===== src/rtl/piso_out_writer.sv =====
// Parallel-in serial-out result writer: takes a LANES-wide ReLU result and
// emits it one lane per shift as memory writes to an auto-incrementing address.
module piso_out_writer #(
  parameter int LANES = 4,
  parameter int DW    = 8,
  parameter int AW    = 16
) (
  input  logic                clk,
  input  logic                reset,
  input  logic                enable,
  input  logic                clr,
  input  logic                load,
  input  logic [LANES*DW-1:0] par_in,
  input  logic                shift,
  input  logic                addr_init,
  input  logic [AW-1:0]       base_addr,
  output logic                wr_en,
  output logic [AW-1:0]       wr_addr,
  output logic [DW-1:0]       wr_data,
  output logic                out_done,
  output logic                busy,
  output logic                overrun
);

  localparam int CW = $clog2(LANES + 1);

  logic [LANES*DW-1:0] sr_q, sr_d;
  logic [CW-1:0]       cnt_q, cnt_d;
  logic [AW-1:0]       addr_q, addr_d;
  logic                wr_en_q, wr_en_d;
  logic [AW-1:0]       wr_addr_q, wr_addr_d;
  logic [DW-1:0]       wr_data_q, wr_data_d;
  logic                out_done_q, out_done_d;
  logic                overrun_q, overrun_d;
  logic [AW-1:0]       addr_base;

  // addr_init takes effect in the same cycle, so a coincident shift writes to base_addr
  assign addr_base = addr_init ? base_addr : addr_q;

  always_comb begin
    sr_d       = sr_q;
    cnt_d      = cnt_q;
    addr_d     = addr_q;
    wr_en_d    = 1'b0;
    wr_addr_d  = wr_addr_q;
    wr_data_d  = wr_data_q;
    out_done_d = 1'b0;
    overrun_d  = overrun_q;
    if (enable) begin
      addr_d = addr_base;
      if (clr) begin
        sr_d      = '0;
        cnt_d     = '0;
        overrun_d = 1'b0;
      end else if (load && (cnt_q == '0)) begin
        sr_d  = par_in;
        cnt_d = CW'(LANES);
      end else begin
        if (load) begin
          overrun_d = 1'b1;
        end
        if (shift && (cnt_q != '0)) begin
          wr_en_d    = 1'b1;
          wr_data_d  = sr_q[DW-1:0];
          wr_addr_d  = addr_base;
          sr_d       = sr_q >> DW;
          cnt_d      = cnt_q - CW'(1);
          addr_d     = addr_base + AW'(1);
          out_done_d = (cnt_q == CW'(1));
        end
      end
    end
  end

  always_ff @(posedge clk) begin
    if (reset) begin
      sr_q       <= '0;
      cnt_q      <= '0;
      addr_q     <= '0;
      wr_en_q    <= 1'b0;
      wr_addr_q  <= '0;
      wr_data_q  <= '0;
      out_done_q <= 1'b0;
      overrun_q  <= 1'b0;
    end else begin
      sr_q       <= sr_d;
      cnt_q      <= cnt_d;
      addr_q     <= addr_d;
      wr_en_q    <= wr_en_d;
      wr_addr_q  <= wr_addr_d;
      wr_data_q  <= wr_data_d;
      out_done_q <= out_done_d;
      overrun_q  <= overrun_d;
    end
  end

  assign wr_en    = wr_en_q;
  assign wr_addr  = wr_addr_q;
  assign wr_data  = wr_data_q;
  assign out_done = out_done_q;
  assign busy     = (cnt_q != '0);
  assign overrun  = overrun_q;

endmodule


===== config.mk =====
export PLATFORM = sky130hd
export DESIGN_NAME = piso_out_writer
export DESIGN_NICKNAME = d
export VERILOG_FILES = /design/src/rtl/piso_out_writer.sv
export SDC_FILE = /design/constraint.sdc
export NUM_CORES = 1
export LEC_CHECK = 0
export ABC_CLOCK_PERIOD_IN_PS = 5900
export BUFFER_PORTS_ARGS = -buffer_cell sky130_fd_sc_hd__buf_2
export CAP_MARGIN = 20
export CORE_MARGIN = 3
export CORE_UTILIZATION = 45
export CTS_CLUSTER_SIZE = 8
export DETAILED_ROUTE_END_ITERATION = 6
export PLACE_DENSITY_LB_ADDON = 0.15
export SLEW_MARGIN = 20
export SYNTH_ARGS = -nofsm -noshare
export SYNTH_HDL_FRONTEND = slang
export SYNTH_SLANG_ARGS = --single-unit

===== constraint.sdc =====
create_clock -name clk -period 5.9 [get_ports clk]
set_input_delay 1.18 -clock clk [delete_from_list [all_inputs] [get_ports clk]]
set_output_delay 1.18 -clock clk [all_outputs]
set_load 0.02 [all_outputs]

==> results.yml <==
drt:
  routed_wl_mm: 9.663
  wl_per_cell_um: 15.76
  wl_met2_mm: 4.132
  drt_iter0_markers: 201
  dr_total_vias: 3407
  routed.top_layer: "met4"
  drcViolationCount: 0
  via_per_inst: 5.558
  wl_met3_um: 535
  wl_met1_mm: 4.909
  ant_nets: 0
  dr.pass1.iters: 5
clock_network:
  cts_root_buf: "clkbuf_8"
  post-cts-setup-buffers: 0
  hold_buffers: 0
  cts_buffer_depth: 2
  cts_tree: "yes"
  cts.sinks: 78
  clkLatencyLatePin_ns: 0.34
  cts.repair.resized: 0
  path_clk_slew_ns: 0.08
  h-tree-depth: 3
  numCtsBuffers: 9
placement:
  dp_slack_ns: 2.283
  hpwl_mm: 6.650
  dp_cells: 596
  post_dp_cell_area_mm2: 0.004378
  gp_congestion: 0.8428
  io_buffers: 82
logic_synthesis:
  synth_top_area_share_pct: 39.20
  synth_warnings: 0
  synthesis.nets: 497
  synth-edff-count: 0
  async_reset_ff_share_pct: 0
  synth_area_leaders: "dfxtp_1 (39%), a211oi_2 (7.9%), nor2_1 (6.6%), mux2i_1 (5.3%), a22oi_1 (5.1%)"
  ys_seq_elements: 78
  yosys.area.top_type: "dfxtp_1"
  synthFlopType: "dfxtp_1"
  synthesis.area_mm2: 0.003984
  yosysMostFrequentCell: "dfxtp_1"
  ys_seq_area_share_pct: 39.20
  synth_common_cells: "dfxtp_1 (78), nor2_1 (70), nand2_1 (35)"
  syn_inst: 438
  syn_area_per_cell_um2: 9.095
  synthDistinctLibCells: 61
timing:
  rsz0062_at_grt: "no"
  tns_ns: 0
  slew_headroom_pct: 36.72
  setup_violations: 0
  period_needed_ns: 3.292
  fin_ws_ns: 2.608
  worst_slew_pin_slew_ns: 0.9468
  max_freq_mhz: 303.8
  finalCritPeriodShare_pct: 55.80
  finalHoldViolCount: 0
  maxSlewViolCount: 0
  finClkSkew_ns: 0.007305
outcome:
  status: "finished clean"
flow_run:
  maxCapViolations: 0
finish:
  diodes: 0
  instances_no_fill: 613
  fill_cells: 832
  stdcell_area_mm2: 0.004591
  fin_nets: 562
  final_layout_size_suffix_gt1_share_pct: 28.15
  syn2layout_area_growth_pct: 15.23
pwr:
  ir_drop_mv: 0.1409
  p_total_w: 0.001175
  power.density_mw_per_mm2: 255.9
  p_leak_nw: 1.837
worst_setup_path:
  critPathKind: "input port to flop"
  end_kind: "flop"
  crit_arrival_ns: 3.53
  start_kind: "input port"
  crit_required_ns: 6.14
  critPathMaxFanout: 48
floorplan:
  fp-row-count: 33
  core_area_mm2: 0.008423
  die_w_um: 100.1
  io_pins: 83
  start_util_pct: 47.30
  die_h_um: 100.1
  die_area_mm2: 0.01002
global_route:
  grt-ovfl-total: 0
  grt_pass1_vias: 3137
  antenna_found_initial: 0
  grt_max_degree: 49
  grt_pass1_wl_mm: 15.79
  grt_use_total_pct: 19.60
min_path:
  min_path_type: "flop to flop"
==> layout make-up <==
cell class	instances	area, µm²	share of cell area [%]
well taps	105	131.4	2.862
flip-flops and latches	78	1562	34.01
clock inverters	3	42.54	0.9267
multi-input cells	317	2211	48.16
clock buffers	13	158.9	3.461
repair buffers	86	444.2	9.676
inverters	11	41.29	0.8994
==> routing by layer <==
| metal | global-route usage [%] | vias up |
|---|---|---|
| met4 | 4.352 | 0 |
| met2 | 28.17 | 84 |
| met3 | 3.683 | 5 |
| met5 | 0 | - |
| met1 | 30.35 | 1600 |
| li1 | - | 1718 |
==> state kept, by name, indices dropped and copies added (netlist names) <==
signal / flops
out_done: 1
wr_en: 1
wr_data: 8
overrun: 1
wr_addr: 16
addr_q: 16
cnt_q: 3
sr_q: 32
==> critical path: stages <==
cell and delay, ns:
buf_2 0.67, mux2_2 0.36, ha_1 0.18, inv_1 0.10
nor3_4 0.31, and2_1 0.31, o21ai_0 0.11, a32o_1 0.29
==> path summary, 6_finish.rpt <==
check                             start                       to  slack [ns]  cells after the start
hold reg to reg    sr_q[0]$_SDFFE_PP0P_  wr_data[0]$_SDFFE_PP0P_        0.45                      2
hold / removal     sr_q[0]$_SDFFE_PP0P_  wr_data[0]$_SDFFE_PP0P_        0.45                      2
setup / recovery              addr_init   addr_q[6]$_SDFFE_PP0P_        2.61                      8
setup reg to reg  cnt_q[0]$_SDFFE_PP0P_    sr_q[24]$_SDFFE_PP0P_        3.03                      9
==> kinds of logic after synthesis <==
family | after synthesis | synth area share, %
and+or+nand+nor | 163 | 20.32
AOI/OAI and AO/OA | 119 | 25.94
DFF | 78 | 39.20
buffers and inverters | 43 | 5.496
muxes | 24 | 6.250
xor gates and xnor gates | 7 | 1.539
adders and majority gates | 4 | 1.256
==> through the flow <==
| stage | util, % | hold slack [ns] |
|---|---|---|
| detailed placement | 51.98 | 0.4439 |
| floorplan | - | 0.4323 |
| global placement | 51.98 | 0.4420 |
| global route | 54.50 | 0.4706 |
| finish | 54.50 | 0.4545 |
| CTS | 54.37 | 0.4549 |
==> layout by cell type (no fill, tap or decap), types with 2 or more instances in the layout <==
cell type / n
a211oi_2: 25
a21oi_1: 12
nand4_2: 2
nor2_1: 70
buf_2: 82
nand2b_1: 3
a211o_1: 3
dfxtp_1: 78
a211oi_1: 15
and2_1: 10
a22oi_1: 27
nand3_1: 14
mux2i_2: 2
a31oi_1: 3
o221ai_1: 2
nand4_1: 5
clkbuf_1: 2
nand4b_1: 3
and3_1: 3
nor2b_1: 2
xor2_1: 3
a21o_1: 2
mux2i_1: 21
clkbuf_8: 11
nand2_1: 35
xnor2_1: 4
o21ai_0: 10
nor3b_1: 2
inv_1: 10
buf_4: 3
ha_1: 4
o21ai_1: 2
nor3_1: 3
nand3b_1: 5
==> where the power goes <==
| part | internal, W | total [W] | switching [W] |
|---|---|---|---|
| sequential | 0.000554 | 0.000571 | 0.0000176 |
| clock | 0.000219 | 0.000410 | 0.000192 |
| combinational | 0.0000744 | 0.000193 | 0.000119 |
| total | 0.000847 | 0.00117 | 0.000328 |
Note: power is estimated with default switching activity, not from simulation.
